==> src/rtl/write_text_scaled_if.sv <==
// VGA timing/colour bundle passed between pipeline stages.
// The "in" modport is for consumers and the "out" modport is for producers.
interface vga_if;
    logic [11:0] hcount;
    logic [11:0] vcount;
    logic        hsync;
    logic        vsync;
    logic        hblnk;
    logic        vblnk;
    logic [11:0] rgb;

    modport in  (input  hcount, vcount, hsync, vsync, hblnk, vblnk, rgb);
    modport out (output hcount, vcount, hsync, vsync, hblnk, vblnk, rgb);
endinterface

==> src/rtl/write_text_scaled.sv <==
// Scaled 8x16 text overlay with background box and frame-based blinking.
// Colours and enables are shadowed per frame and applied from the frame's first output pixel.
module write_text_scaled #(
    parameter int BEGIN_TXT_X  = 930,
    parameter int BEGIN_TXT_Y  = 20,
    parameter int COLS         = 32,
    parameter int ROWS         = 8,
    parameter int SCALE        = 1,
    parameter int FONT_LAT     = 2,
    parameter int BLINK_FRAMES = 30
) (
    input  logic                                  clk,
    input  logic                                  rst,
    input  logic                                  en,
    input  logic                                  blink_en,
    input  logic                                  bg_en,
    input  logic [11:0]                           fg_rgb,
    input  logic [11:0]                           bg_rgb,
    input  logic [7:0]                            char_pixels,
    output logic [$clog2(ROWS)+$clog2(COLS)-1:0]  char_xy,
    output logic [3:0]                            char_line,
    vga_if.in                                     in,
    vga_if.out                                    out
);

    localparam int SH     = $clog2(SCALE);
    localparam int COLS_W = $clog2(COLS);
    localparam int ROWS_W = $clog2(ROWS);
    localparam int DLY    = FONT_LAT + 1;
    localparam int CW     = (BLINK_FRAMES > 1) ? $clog2(BLINK_FRAMES) : 1;

    localparam logic [11:0] X0_12 = 12'(BEGIN_TXT_X);
    localparam logic [11:0] Y0_12 = 12'(BEGIN_TXT_Y);
    localparam logic [12:0] X0    = 13'(BEGIN_TXT_X);
    localparam logic [12:0] Y0    = 13'(BEGIN_TXT_Y);
    localparam logic [12:0] X1    = 13'(BEGIN_TXT_X + COLS * 8 * SCALE);
    localparam logic [12:0] Y1    = 13'(BEGIN_TXT_Y + ROWS * 16 * SCALE);
    localparam logic [CW-1:0] BLINK_LAST = CW'(BLINK_FRAMES - 1);

    typedef struct packed {
        logic [11:0] hcount;
        logic [11:0] vcount;
        logic        hsync;
        logic        vsync;
        logic        hblnk;
        logic        vblnk;
        logic [11:0] rgb;
    } timing_t;

    timing_t     in_t;
    timing_t     pipe [DLY];
    timing_t     tail;
    logic        fs_in;
    logic        fs_tail;

    logic [11:0] dx, dy, gx, gy;
    logic [11:0] dx_d, gx_d;
    logic [2:0]  bit_idx;
    logic        pixel;
    logic        in_win;
    logic [11:0] rgb_nxt;

    // Shadows are captured at the input frame start
    logic        sh_en, sh_blink, sh_bg_en, sh_hidden;
    logic [11:0] sh_fg, sh_bg;

    // Applied set follows the frame start through the pipeline
    logic        ap_en, ap_blink, ap_bg_en, ap_hidden;
    logic [11:0] ap_fg, ap_bg;

    logic        cur_en, cur_blink, cur_bg_en, cur_hidden;
    logic [11:0] cur_fg, cur_bg;

    logic [CW-1:0] blink_cnt;
    logic          blink_phase;

    always_comb begin
        in_t.hcount = in.hcount;
        in_t.vcount = in.vcount;
        in_t.hsync  = in.hsync;
        in_t.vsync  = in.vsync;
        in_t.hblnk  = in.hblnk;
        in_t.vblnk  = in.vblnk;
        in_t.rgb    = in.rgb;
        fs_in       = (in.hcount == '0) && (in.vcount == '0);
    end

    always_comb begin
        dx = in.hcount - X0_12;
        dy = in.vcount - Y0_12;
        gx = dx >> SH;
        gy = dy >> SH;
    end

    always_ff @(posedge clk or negedge rst) begin
        if (!rst) begin
            char_xy   <= '0;
            char_line <= '0;
        end else begin
            char_xy   <= {gy[4 +: ROWS_W], gx[3 +: COLS_W]};
            char_line <= gy[3:0];
        end
    end

    always_ff @(posedge clk or negedge rst) begin
        if (!rst) begin
            sh_en     <= 1'b0;
            sh_blink  <= 1'b0;
            sh_bg_en  <= 1'b0;
            sh_fg     <= 12'hF00;
            sh_bg     <= 12'h000;
            sh_hidden <= 1'b0;
        end else if (fs_in) begin
            sh_en     <= en;
            sh_blink  <= blink_en;
            sh_bg_en  <= bg_en;
            sh_fg     <= fg_rgb;
            sh_bg     <= bg_rgb;
            // The frame shows the phase held before this frame's counter step
            sh_hidden <= blink_phase;
        end
    end

    always_ff @(posedge clk or negedge rst) begin
        if (!rst) begin
            blink_cnt   <= '0;
            blink_phase <= 1'b0;
        end else if (fs_in) begin
            if (blink_cnt == BLINK_LAST) begin
                blink_cnt   <= '0;
                blink_phase <= ~blink_phase;
            end else begin
                blink_cnt <= blink_cnt + 1'b1;
            end
        end
    end

    always_ff @(posedge clk or negedge rst) begin
        if (!rst) begin
            for (int unsigned i = 0; i < DLY; i++) begin
                pipe[i] <= '0;
            end
        end else begin
            pipe[0] <= in_t;
            for (int unsigned i = 1; i < DLY; i++) begin
                pipe[i] <= pipe[i-1];
            end
        end
    end

    always_comb begin
        tail    = pipe[DLY-1];
        fs_tail = (tail.hcount == '0) && (tail.vcount == '0);
    end

    always_ff @(posedge clk or negedge rst) begin
        if (!rst) begin
            ap_en     <= 1'b0;
            ap_blink  <= 1'b0;
            ap_bg_en  <= 1'b0;
            ap_fg     <= 12'hF00;
            ap_bg     <= 12'h000;
            ap_hidden <= 1'b0;
        end else if (fs_tail) begin
            ap_en     <= sh_en;
            ap_blink  <= sh_blink;
            ap_bg_en  <= sh_bg_en;
            ap_fg     <= sh_fg;
            ap_bg     <= sh_bg;
            ap_hidden <= sh_hidden;
        end
    end

    // The frame's first pixel must already see the new set, so bypass the applied registers
    always_comb begin
        cur_en     = fs_tail ? sh_en     : ap_en;
        cur_blink  = fs_tail ? sh_blink  : ap_blink;
        cur_bg_en  = fs_tail ? sh_bg_en  : ap_bg_en;
        cur_fg     = fs_tail ? sh_fg     : ap_fg;
        cur_bg     = fs_tail ? sh_bg     : ap_bg;
        cur_hidden = fs_tail ? sh_hidden : ap_hidden;
    end

    always_comb begin
        dx_d    = tail.hcount - X0_12;
        gx_d    = dx_d >> SH;
        bit_idx = ~gx_d[2:0];
        pixel   = char_pixels[bit_idx];
        in_win  = ({1'b0, tail.hcount} >= X0) && ({1'b0, tail.hcount} < X1) &&
                  ({1'b0, tail.vcount} >= Y0) && ({1'b0, tail.vcount} < Y1);
    end

    always_comb begin
        rgb_nxt = tail.rgb;
        if (in_win) begin
            if (tail.hblnk || tail.vblnk) begin
                rgb_nxt = 12'h000;
            end else if (!cur_en || (cur_blink && cur_hidden)) begin
                rgb_nxt = tail.rgb;
            end else if (pixel) begin
                rgb_nxt = cur_fg;
            end else if (cur_bg_en) begin
                rgb_nxt = cur_bg;
            end
        end
    end

    always_ff @(posedge clk or negedge rst) begin
        if (!rst) begin
            out.hcount <= '0;
            out.vcount <= '0;
            out.hsync  <= 1'b0;
            out.vsync  <= 1'b0;
            out.hblnk  <= 1'b0;
            out.vblnk  <= 1'b0;
            out.rgb    <= '0;
        end else begin
            out.hcount <= tail.hcount;
            out.vcount <= tail.vcount;
            out.hsync  <= tail.hsync;
            out.vsync  <= tail.vsync;
            out.hblnk  <= tail.hblnk;
            out.vblnk  <= tail.vblnk;
            out.rgb    <= rgb_nxt;
        end
    end

endmodule

==> src/flat_wrapper.sv <==
// flat-port wrapper written by rule: the top's interface ports become plain ports
module write_text_scaled_flat 
#(
    parameter int BEGIN_TXT_X  = 930,
    parameter int BEGIN_TXT_Y  = 20,
    parameter int COLS         = 32,
    parameter int ROWS         = 8,
    parameter int SCALE        = 1,
    parameter int FONT_LAT     = 2,
    parameter int BLINK_FRAMES = 30
)
  (clk, rst, en, blink_en, bg_en, fg_rgb, bg_rgb, char_pixels, char_xy, char_line, in_hcount, in_vcount, in_hsync, in_vsync, in_hblnk, in_vblnk, in_rgb, out_hcount, out_vcount, out_hsync, out_vsync, out_hblnk, out_vblnk, out_rgb);
  vga_if in_i ();
  vga_if out_i ();
  input  logic clk;
  input  logic rst;
  input  logic en;
  input  logic blink_en;
  input  logic bg_en;
  input  logic [11:0] fg_rgb;
  input  logic [11:0] bg_rgb;
  input  logic [7:0] char_pixels;
  output logic [$clog2(ROWS)+$clog2(COLS)-1:0] char_xy;
  output logic [3:0] char_line;
  input wire logic [$bits(in_i.hcount)-1:0] in_hcount;
  input wire logic [$bits(in_i.vcount)-1:0] in_vcount;
  input wire logic [$bits(in_i.hsync)-1:0] in_hsync;
  input wire logic [$bits(in_i.vsync)-1:0] in_vsync;
  input wire logic [$bits(in_i.hblnk)-1:0] in_hblnk;
  input wire logic [$bits(in_i.vblnk)-1:0] in_vblnk;
  input wire logic [$bits(in_i.rgb)-1:0] in_rgb;
  output wire logic [$bits(out_i.hcount)-1:0] out_hcount;
  output wire logic [$bits(out_i.vcount)-1:0] out_vcount;
  output wire logic [$bits(out_i.hsync)-1:0] out_hsync;
  output wire logic [$bits(out_i.vsync)-1:0] out_vsync;
  output wire logic [$bits(out_i.hblnk)-1:0] out_hblnk;
  output wire logic [$bits(out_i.vblnk)-1:0] out_vblnk;
  output wire logic [$bits(out_i.rgb)-1:0] out_rgb;
  assign in_i.hcount = in_hcount;
  assign in_i.vcount = in_vcount;
  assign in_i.hsync = in_hsync;
  assign in_i.vsync = in_vsync;
  assign in_i.hblnk = in_hblnk;
  assign in_i.vblnk = in_vblnk;
  assign in_i.rgb = in_rgb;
  assign out_hcount = out_i.hcount;
  assign out_vcount = out_i.vcount;
  assign out_hsync = out_i.hsync;
  assign out_vsync = out_i.vsync;
  assign out_hblnk = out_i.hblnk;
  assign out_vblnk = out_i.vblnk;
  assign out_rgb = out_i.rgb;
  write_text_scaled #(.BEGIN_TXT_X(BEGIN_TXT_X), .BEGIN_TXT_Y(BEGIN_TXT_Y), .COLS(COLS), .ROWS(ROWS), .SCALE(SCALE), .FONT_LAT(FONT_LAT), .BLINK_FRAMES(BLINK_FRAMES)) u_core (.clk(clk), .rst(rst), .en(en), .blink_en(blink_en), .bg_en(bg_en), .fg_rgb(fg_rgb), .bg_rgb(bg_rgb), .char_pixels(char_pixels), .char_xy(char_xy), .char_line(char_line), .in(in_i), .out(out_i));
endmodule
==> config.mk <==
export PLATFORM = sky130hd
export DESIGN_NAME = write_text_scaled_flat
export DESIGN_NICKNAME = d
export VERILOG_FILES = /design/src/rtl/write_text_scaled_if.sv /design/src/rtl/write_text_scaled.sv /design/src/flat_wrapper.sv
export SDC_FILE = /design/constraint.sdc
export NUM_CORES = 1
export LEC_CHECK = 0
export CAP_MARGIN = 30
export CORE_MARGIN = 2
export CORE_UTILIZATION = 50
export CTS_BUF_LIST = sky130_fd_sc_hd__clkbuf_2 sky130_fd_sc_hd__clkbuf_4 sky130_fd_sc_hd__clkbuf_8
export CTS_CLUSTER_DIAMETER = 100
export DETAILED_ROUTE_END_ITERATION = 6
export PLACE_DENSITY_LB_ADDON = 0.12
export SLEW_MARGIN = 25
export SYNTH_ARGS = -nofsm -noshare
export SYNTH_HDL_FRONTEND = slang
export SYNTH_SLANG_ARGS = --single-unit
==> constraint.sdc <==
create_clock -name clk -period 1.9 [get_ports clk]
set_clock_uncertainty 0.05 [all_clocks]
set_input_delay 0.38 -clock clk [delete_from_list [all_inputs] [get_ports clk]]
set_output_delay 0.38 -clock clk [all_outputs]
set_load 0.01 [all_outputs]
; After elaboration in Yosys (flattened, before gate mapping)
; Cells that the tools add are included.
[word_totals]
regBits = 234
latchBits = 0
mem_bits_rw = 0
rom_bits = 0
out_inout_bits = 52
wordCells = 84
memories = 0
[classes]
n_addsub = 4
n_mul = 0
div = 0
n_lt_le_gt_ge = 5
eq_ne = 1
n_shift = 0
n_mux = 14
bitwise = 2
reduce_logical = 14
[op_table]
columns = operator, n
row1 = 12-bit 2-to-1 mux, 7
row2 = 12-bit zero test, 4
row3 = 12-bit by 10-bit greater-or-equal comparator with 1-bit output (second input constant), 1
row4 = 12-bit by 5-bit greater-or-equal comparator with 1-bit output (second input constant), 1
row5 = 12-bit by 11-bit less-than comparator with 1-bit output (second input constant), 1
row6 = 12-bit by 8-bit less-than comparator with 1-bit output (second input constant), 1
row7 = 8-bit subtractor (second input constant), 1
row8 = 7-bit by 5-bit subtractor with 7-bit output (second input constant), 1
row9 = 1-bit logical AND, 6
row10 = 5-bit by 1-bit adder with 5-bit output (second input constant), 1
row11 = 5-bit equality test (second input constant), 1
row12 = 1-bit 2-to-1 mux, 5
row13 = 5-bit 2-to-1 mux, 1
row14 = 3-bit by 4-bit less-than comparator with 1-bit output (second input constant), 1
row15 = 1-bit binary-select mux with 3-bit select, 1
row16 = 3-bit inverter, 1
row17 = 3-bit by 2-bit subtractor with 3-bit output (second input constant), 1
row18 = 1-bit logical OR, 2
row19 = 2-bit AND reduction, 1
row20 = 1-bit zero test, 1
row21 = 1-bit inverter, 1

; Depth between registers and ports, before layout
; Gate-level depths: netlist of run 1.
[logic_depth]
word_depth = 8
mapped_depth = 9
depth_no_buf = 8

; Least setup slack after synthesis of run 1
; No wires, ideal clock.
[synth_path]
path_kind = flip-flop to flip-flop
startpoint = reg u_core.pipe[28] (netlist bit)
endpoint = reg u_core.out.rgb[0]
setup_ps = 126
arrival_ps = 1934
path_slack_ps = -210
stages_incl_launch_ff = 10
path_buffers = 3
cell_sequence = dfrtp_1 -> buf_6 -> nor4_4 -> nand3_2 -> or3_1 -> buf_6 -> a211oi_4 -> o41ai_2 -> buf_6 -> o2bb2ai_2
[synth_between]
elab_chain_cells = 8
[synth_lines]
columns = element, line_no
row1 = from (decl), write_text_scaled.sv:51  ; timing_t pipe [DLY];
row2 = "from (signal, indexed assignment)", write_text_scaled.sv:146  ; pipe[i] <= pipe[i-1];
row3 = 3-bit by 2-bit subtractor with 3-bit output or 12-bit zero test (tied branches), "write_text_scaled.sv:185, write_text_scaled.sv:153"
row4 = 3-bit inverter or 1-bit logical AND (tied branches), "write_text_scaled.sv:187, write_text_scaled.sv:153"
row5 = 1-bit binary-select mux with 3-bit select (tied with other cells), write_text_scaled.sv:188  ; pixel = char_pixels[bit_idx];
row6 = 1-bit 2-to-1 mux (implied by the code) (tied with other cells), write_text_scaled.sv:188
row7 = 12-bit 2-to-1 mux or 1-bit logical OR (tied branches), "write_text_scaled.sv:200, write_text_scaled.sv:198"
row8 = 12-bit 2-to-1 mux, write_text_scaled.sv:198  ; end else if (!cur_en || (cur_blink && cur_hidden)) begin
row9 = 12-bit 2-to-1 mux, write_text_scaled.sv:196  ; if (tail.hblnk || tail.vblnk) begin
row10 = 12-bit 2-to-1 mux (*), write_text_scaled.sv:195  ; if (in_win) begin
row11 = named net u_core.rgb_nxt[0], write_text_scaled.sv:61  ; logic [11:0] rgb_nxt;
row12 = to (signal assigned), write_text_scaled.sv:224  ; out.rgb <= rgb_nxt;
row13 = to (decl), write_text_scaled_if.sv:13  ; modport out (output hcount, vcount, hsync, vsync, hblnk, vblnk, rgb);
; Mark *: on every way through the listed nets, which the timed path passes. The rest lies on a longest branch. The select of a mux whose other input is x is not followed.
; A chain may end at the register's enable or synchronous reset.

; Worst setup path after layout of run 1
[layout_path]
startpoint = reg u_core.pipe[29] (netlist bit)
endpoint = reg u_core.out.rgb[5]
; Same word-level chain as after synthesis.

==> out/results.tsv, run 1 <==
stage	metric	value	unit
logic_synthesis	area of the mapped netlist	7980	µm²
floorplanning	core area	15800	µm²
clock_network	CTS tree	yes	
logic_synthesis	count leader, synth	dfrtp_1	
worst_setup_path	crit start category	flop	
clock_network	Sink Count	232	
logic_synthesis	post-synth top area share	70.2	%
logic_synthesis	cells taking the most area after synthesis	dfrtp_1 70%, mux2_2 7.1%, mux2i_1 3.6%	
worst_setup_path	critical-path maximum fanout	8	
detailed_routing	Vias	4820	
finish	Core Util, Final	72.0	%
logic_synthesis	Primary FF master, synth	dfrtp_1	
logic_synthesis	Async S/R FF share, synth	100	%
pwr	power per cell area	905	nW/µm²
place	hpwl dp	10700	µm
place	placed cells	907	
pwr	Leak Pwr	5.23	nW
global_route	vias in the first global route	5232	
logic_synthesis	Commonest cells post-synth	224 x dfrtp_1, 62 x nand2_1, 50 x mux2_2, 29 x mux2i_1, 22 x and2_1	
finish	Area Overhead vs Synth	42.2	%
finish	antenna cells	0	
finish	final instance area	11400	µm²
global_route	largest net degree at the start of global routing	61	
global_route	Most Used Layer, Global Route	met2	
floorplanning	Rows	46	
min_path	worst hold path class	primary input to flop	
sta	worst-margin pin slew	0.497	ns
finish	Layout Nets	833	
sta	unrepaired setup endpoints after global routing	true	
sta	Period minus WS final	2.27	ns
logic_synthesis	Mapped Cells	516	
sta	fin crit share	119	%
pwr	Power, Total	10.3	mW
logic_synthesis	post-synth cell types	42	
finish	fillers	1096	
worst_setup_path	worst setup path class	flop to flop	
sta	final worst setup slack	-0.368	ns
place	PortBufs	128	
logic_synthesis	Yosys Warn Count	0	
clock_network	clock root buffer	clkbuf_8	
clock_network	CTS clk-pin slew, worst paths	0.06	ns
global_route	met1 Use GR	23.1	%
detailed_routing	Post-route DRC	0	
outcome	failing checks	negative setup slack	
floorplanning	I/O pins	129	
detailed_routing	drt first-iter violations	268	
clock_network	Worst-Skew Late Latency	0.52	ns
detailed_routing	vias per cell	4.84	
outcome	status	finished with violations	
floorplanning	die area	17000	µm²
global_route	Tot GR Track Use	20.0	%
sta	slew margin rel.	66.9	%
worst_setup_path	CP required	2.25	ns
worst_setup_path	Worst Setup End Kind	flop	
worst_setup_path	WP data arrival	2.62	ns
detailed_routing	per-cell routed wire length	16.7	µm
floorplanning	Die Width	130	µm
sta	f_max	441	MHz
clock_network	CTS max path bufs	3	
clock_network	H-tree levels	2	
sta	final setup fails	27	
run	Max-Cap Viols	0	
sta	Slew Limit Fails	0	
logic_synthesis	syn avg cell area	15.5	µm²
global_route	antenna violations before repair	0	
global_route	first-pass GRT wire length	25600	µm
place	worst slack at placement	-0.651	ns
detailed_routing	drt pass-1 iters	4	
pwr	peak supply drop	562	µV
sta	Fin. Hold Viols	0	
logic_synthesis	sequential area share after synthesis	72.8	%
detailed_routing	WL final	16600	µm
detailed_routing	antenna-violating nets left	0	
clock_network	total CTS buffers	37	
finish	Layout Cells excl Fill	995	
place	dpl cell area	10100	µm²
floorplanning	Chip Height	130	µm
floorplanning	Starting Density	50.6	%
global_route	met2 Use GR	35.0	%
place	gp weighted congestion	0.829	
logic_synthesis	cell taking the most area after synthesis	dfrtp_1	
finish	layout cells sized above 1	32.1	%
logic_synthesis	syn nets	598	
logic_synthesis	Yosys reg bits	232	
global_route	M3 GR Usage	7.26	%
logic_synthesis	EDFF count, synth	0	
global_route	GRT Residual Overflow	0	
-- flip-flops by register name, summed over array words and instances, names as in the netlist, 4 cells and up --
register / count
u_core.out.hcount: 12
u_core.sh_bg: 12
u_core.blink_cnt: 5
u_core.out.rgb: 12
u_core.char_line: 4
u_core.ap_bg: 12
u_core.sh_fg: 12
u_core.char_xy: 8
u_core.out.vcount: 12
u_core.ap_fg: 12
u_core.pipe: 118
-- final timing paths --
path / startpoint / endpoint / slack [ns] / depth (start not counted)
worst max-delay path: u_core.pipe[29]$_DFF_PN0_ / u_core.out.rgb[5]$_DFF_PN0_ / -0.37 / 9
worst min register to register: u_core.pipe[50]$_DFF_PN0_ / u_core.pipe[10]$_DFF_PN0_ / 0.28 / 0
worst min-delay path: in_vcount[3] / u_core.pipe[99]$_DFF_PN0_ / 0.12 / 2
worst max register to register: u_core.pipe[29]$_DFF_PN0_ / u_core.out.rgb[5]$_DFF_PN0_ / -0.37 / 9
min in group asynchronous: rst / u_core.pipe[91]$_DFF_PN0_ / 0.33 / 2
max in group asynchronous: rst / u_core.sh_fg[10]$_DFFE_PN1P_ / 0.79 / 3
-- power by group --
part | total (mW) | leakage [nW] | switching, mW | internal [mW]
combinational | 0.724 | 2.00 | 0.309 | 0.415
sequential | 5.21 | 2.80 | 0.0769 | 5.14
clock | 4.33 | 0.423 | 1.83 | 2.51
-- metrics by stage --
step	hold WS (ns)	TNS (ns)
after detailed placement	0.285	-28.95
after global routing	0.103	-10.45
after floorplan	0.0344	-1.73
after CTS	0.216	-8.39
after global placement	0.281	-24.99
final	0.124	-6.83
-- repair_timing --
action / CTS / global route
pin swaps: 15 / 8
endpoints found under the hold margin: 48 / 0
hold buffers: 1 / 0
setup buffers: 13 / 3
gates cloned: 1 / 3
gates resized for setup: 31 / 32
endpoints found under the setup margin: 70 / 82
-- final cells by class --
class                   count  area [µm²]  share of cell area [%]
flip-flops and latches    232        5820                    51.2
clock buffers              64         756                    6.66
repair buffers            214        2240                    19.7
well taps                 216         270                    2.38
clock inverters             3        25.0                   0.220
inverters                   9        33.8                   0.298
multi-input cells         257        2210                    19.5
-- cells by family (layout without fill, tap and decap cells) --
logic type | after synthesis | count (layout) | share of synthesized area, %
muxes | 79 | 79 | 10.7
buffers and inverters | 27 | 290 | 1.96
and+or+nand+nor | 129 | 129 | 8.59
adders and majority gates | 5 | 5 | 0.784
xor gates and xnor gates | 9 | 9 | 0.987
AOI/OAI and AO/OA | 35 | 35 | 4.15
DFF | 232 | 232 | 72.8
-- worst max-delay path: stages (launching register included) --
cell	delay (ns)
dfrtp_1	0.40
nor4_4	0.36
buf_4	0.17
o211ai_1	0.10
o21ai_1	0.12
nor4b_4	0.38
buf_4	0.20
o41ai_4	0.07
buf_6	0.17
o2bb2ai_2	0.13
-- cells in the final DEF (no fill, tap or decap), drive strengths merged --
cell | netlist | final
dfrtp | 224 | 224
clkdlybuf4s50 | 0 | 114
buf | 15 | 83
clkbuf | 3 | 67
nand2 | 62 | 62
mux2 | 50 | 50
mux2i | 29 | 29
and2 | 22 | 22
dlymetal6s2s | 0 | 12
o21ai | 11 | 11
o2bb2ai | 11 | 11
inv | 9 | 11
nor2 | 10 | 10
dfstp | 8 | 8
nor4 | 8 | 8
nor3 | 7 | 7
nand3 | 7 | 7
xnor2 | 6 | 6
ha | 5 | 5
nand2b | 4 | 4
a211oi | 4 | 4
xor2 | 3 | 3
a21oi | 3 | 3
o41ai | 3 | 3
nand3b | 2 | 2
nor3b | 2 | 2
nor4b | 2 | 2
nor2b | 1 | 1
or3 | 1 | 1
nand4 | 1 | 1
o211ai | 1 | 1
o221a | 1 | 1
o31ai | 1 | 1
clkinv | 0 | 1
dlygate4sd3 | 0 | 1
dlygate4sd2 | 0 | 1
-- routing by layer --
metal | wire [µm] | vias up
met5 | 0 | -
met2 | 8720 | 145
met4 | 301 | 0
met1 | 6320 | 2420
met3 | 1240 | 30
li1 | - | 2225
No activity file was read; power rests on OpenSTA's default activity.
==> run 2, diff against run 1 <==
--- a/config.mk
+++ b/config.mk
@@ -10,6 +10,7 @@
 export CORE_UTILIZATION = 50
 export CTS_BUF_LIST = sky130_fd_sc_hd__clkbuf_2 sky130_fd_sc_hd__clkbuf_4 sky130_fd_sc_hd__clkbuf_8
 export CTS_CLUSTER_DIAMETER = 100
+export CTS_CLUSTER_SIZE = 30
 export DETAILED_ROUTE_END_ITERATION = 6
 export PLACE_DENSITY_LB_ADDON = 0.12
 export SLEW_MARGIN = 25
==> run 2 against run 1 <==
Compared with the run above:
- the run still ends with negative setup slack left
- critical path type unchanged
- fmax rose by 1.1%
- setup slack gained 0.025 ns
- non-clock buffer count is 2 lower
- critical path depth stayed put
- clock power fell by 56%
- via count down 4.0%
- utilization fell by 3.9 points
==> out/results.tsv, run 2 (synthesized netlist as in run 1, its figures left out) <==
stage	metric	value	unit	change
pwr	power per cell area	731	nW/µm²	was 905 nW/µm²
floorplanning	I/O pins	129		unchanged
sta	final worst setup slack	-0.343	ns	was -0.368 ns
sta	Fin. Hold Viols	0		unchanged
clock_network	total CTS buffers	11		was 37
sta	Period minus WS final	2.24	ns	was 2.27 ns
floorplanning	die area	17000	µm²	unchanged
clock_network	Sink Count	232		unchanged
pwr	peak supply drop	621	µV	was 562 µV
finish	Layout Nets	805		was 833
sta	f_max	446	MHz	was 441 MHz
sta	final setup fails	27		unchanged
clock_network	clock root buffer	clkbuf_8		unchanged
clock_network	CTS clk-pin slew, worst paths	0.16	ns	was 0.06 ns
clock_network	Worst-Skew Late Latency	0.51	ns	was 0.52 ns
floorplanning	Chip Height	130	µm	unchanged
finish	Layout Cells excl Fill	939		was 995
clock_network	CTS tree	yes		unchanged
detailed_routing	per-cell routed wire length	17.1	µm	was 16.7 µm
worst_setup_path	Worst Setup End Kind	flop		unchanged
detailed_routing	vias per cell	4.93		was 4.84
min_path	worst hold path class	primary input to flop		unchanged
detailed_routing	antenna-violating nets left	0		unchanged
finish	layout cells sized above 1	27.1	%	was 32.1%
global_route	largest net degree at the start of global routing	61		unchanged
global_route	first-pass GRT wire length	24400	µm	was 25600 µm
global_route	GRT Residual Overflow	0		unchanged
detailed_routing	drt pass-1 iters	4		unchanged
worst_setup_path	WP data arrival	2.62	ns	about the same
sta	slew margin rel.	66.5	%	was 66.9%
global_route	Tot GR Track Use	18.6	%	was 20.0%
finish	most frequent cells in the layout	224 x dfrtp_1, 106 x clkdlybuf4s50_1, 60 x nand2_1		was 224 x dfrtp_1, 114 x clkdlybuf4s50_1, 61 x nand2_1
finish	largest reg by FF count	u_core.pipe		unchanged
outcome	status	finished with violations		unchanged
sta	fin crit share	118	%	was 119%
finish	Core Util, Final	68.1	%	was 72.0%
detailed_routing	Vias	4627		was 4820
run	Max-Cap Viols	0		unchanged
finish	antenna cells	0		unchanged
pwr	Leak Pwr	4.94	nW	was 5.23 nW
detailed_routing	WL final	16100	µm	was 16600 µm
place	worst slack at placement	-0.651	ns	unchanged
place	gp weighted congestion	0.829		unchanged
global_route	vias in the first global route	4910		was 5232
floorplanning	Die Width	130	µm	unchanged
worst_setup_path	CP max-delay cell	dfrtp_1		unchanged
global_route	antenna violations before repair	0		unchanged
worst_setup_path	critical-path maximum fanout	6		was 8
floorplanning	Starting Density	50.6	%	unchanged
pwr	Power, Total	7.85	mW	was 10.3 mW
worst_setup_path	Worst path most repeated cell	buf_12		was buf_4
clock_network	H-tree levels	1		was 2
worst_setup_path	worst setup path class	flop to flop		unchanged
sta	Total Neg Setup Slack	-6.28	ns	was -6.83 ns
outcome	failing checks	negative setup slack		unchanged
worst_setup_path	CP required	2.28	ns	was 2.25 ns
finish	Largest register FFs	118		unchanged
sta	unrepaired setup endpoints after global routing	true		unchanged
worst_setup_path	worst-path cell chain	nor4_4, nand3_2, buf_6, nor3_4, buf_12, buf_12, buf_12, mux2_4, o2bb2ai_2		was nor4_4, buf_4, o211ai_1, o21ai_1, nor4b_4, buf_4, o41ai_4, buf_6, o2bb2ai_2
floorplanning	Rows	46		unchanged
finish	Area Overhead vs Synth	34.4	%	was 42.2%
floorplanning	core area	15800	µm²	unchanged
finish	most common cell after layout, fill and taps aside	dfrtp_1		unchanged
sta	worst-margin pin slew	0.503	ns	was 0.497 ns
place	placed cells	907		unchanged
sta	Slew Limit Fails	0		unchanged
place	PortBufs	128		unchanged
detailed_routing	drt first-iter violations	184		was 268
worst_setup_path	CP max stage delay	0.45	ns	was 0.40 ns
detailed_routing	Post-route DRC	0		unchanged
worst_setup_path	crit start category	flop		unchanged
place	hpwl dp	10700	µm	unchanged
clock_network	CTS max path bufs	3		unchanged
==> run 2: layout make-up <==
type | instances | area (µm²)
sequential | 232 | 5820
fill | 1161 | 5040
multi-input combinational | 257 | 2250
timing repair buffer | 212 | 2200
tap | 216 | 270
clock buffer | 12 | 159
inverter | 9 | 33.8
clock inverter | 1 | 8.76
==> run 2: report_power, final <==
part	leakage, nW	internal [mW]	total [mW]	switching, mW
clock network	0.0882	0.568	1.91	1.34
logic	2.05	0.419	0.732	0.313
registers	2.80	5.13	5.20	0.0758
==> run 2: layer usage <==
layer | up-vias | global-route usage, % | share of wire, %
met2 | 107 | 33.3 | 52
met1 | 2362 | 23.1 | 41
met4 | 0 | 4.07 | 1.4
met3 | 17 | 4.72 | 6.1
met5 | - | 0 | 0
li1 | 2141 | - | -
==> run 2: path summary, 6_finish.rpt <==
| kind | from | endpoint | slack (ns) | cells after the start |
|---|---|---|---|---|
| max in group asynchronous | rst | u_core.pipe[19]$_DFF_PN0_ | 0.82 | 3 |
| setup reg to reg | u_core.pipe[30]$_DFF_PN0_ | u_core.out.rgb[3]$_DFF_PN0_ | -0.34 | 9 |
| hold reg to reg | u_core.pipe[62]$_DFF_PN0_ | u_core.pipe[22]$_DFF_PN0_ | 0.29 | 0 |
| min in group asynchronous | rst | u_core.pipe[11]$_DFF_PN0_ | 0.31 | 2 |
| hold / removal | in_hcount[1] | u_core.pipe[109]$_DFF_PN0_ | 0.11 | 2 |
| setup / recovery | u_core.pipe[30]$_DFF_PN0_ | u_core.out.rgb[3]$_DFF_PN0_ | -0.34 | 9 |
==> run 2: worst max-delay path: cells and delay by family (launching register included) <==
kind | cells | cell delay [ns]
buffers and inverters | 4 | 0.54
AO/OA/AOI/OAI | 1 | 0.14
flip-flops | 1 | 0.45
AND/OR/NAND/NOR | 3 | 0.66
multiplexers | 1 | 0.32
==> run 2: timing repair <==
| item | 4_1_cts | 5_1_grt |
|---|---|---|
| setup endpoints to repair | 73 | 85 |
| hold buffers | 1 | 0 |
| endpoints found under the hold margin | 48 | 0 |
| gates resized for setup | 18 | 53 |
| pin swaps | 11 | 15 |
| buffers inserted | 11 | 3 |
| cloned | 0 | 4 |
==> run 2: through the flow <==
step	instance area (µm²)	hold WS (ns)
floorplan	8030	0.0344
global placement	10100	0.281
detailed placement	10100	0.285
CTS	10400	0.223
global route	10700	0.0919
finish	10700	0.111
==> run 3, diff against run 2 <==
--- a/config.mk
+++ b/config.mk
@@ -13,7 +13,7 @@
 export CTS_CLUSTER_SIZE = 30
 export DETAILED_ROUTE_END_ITERATION = 6
 export PLACE_DENSITY_LB_ADDON = 0.12
-export SLEW_MARGIN = 25
+export SLEW_MARGIN = 0
 export SYNTH_ARGS = -nofsm -noshare
 export SYNTH_HDL_FRONTEND = slang
 export SYNTH_SLANG_ARGS = --single-unit
==> results of run 3 <==
Final layout, timing and power as in run 2 (identical DEF).
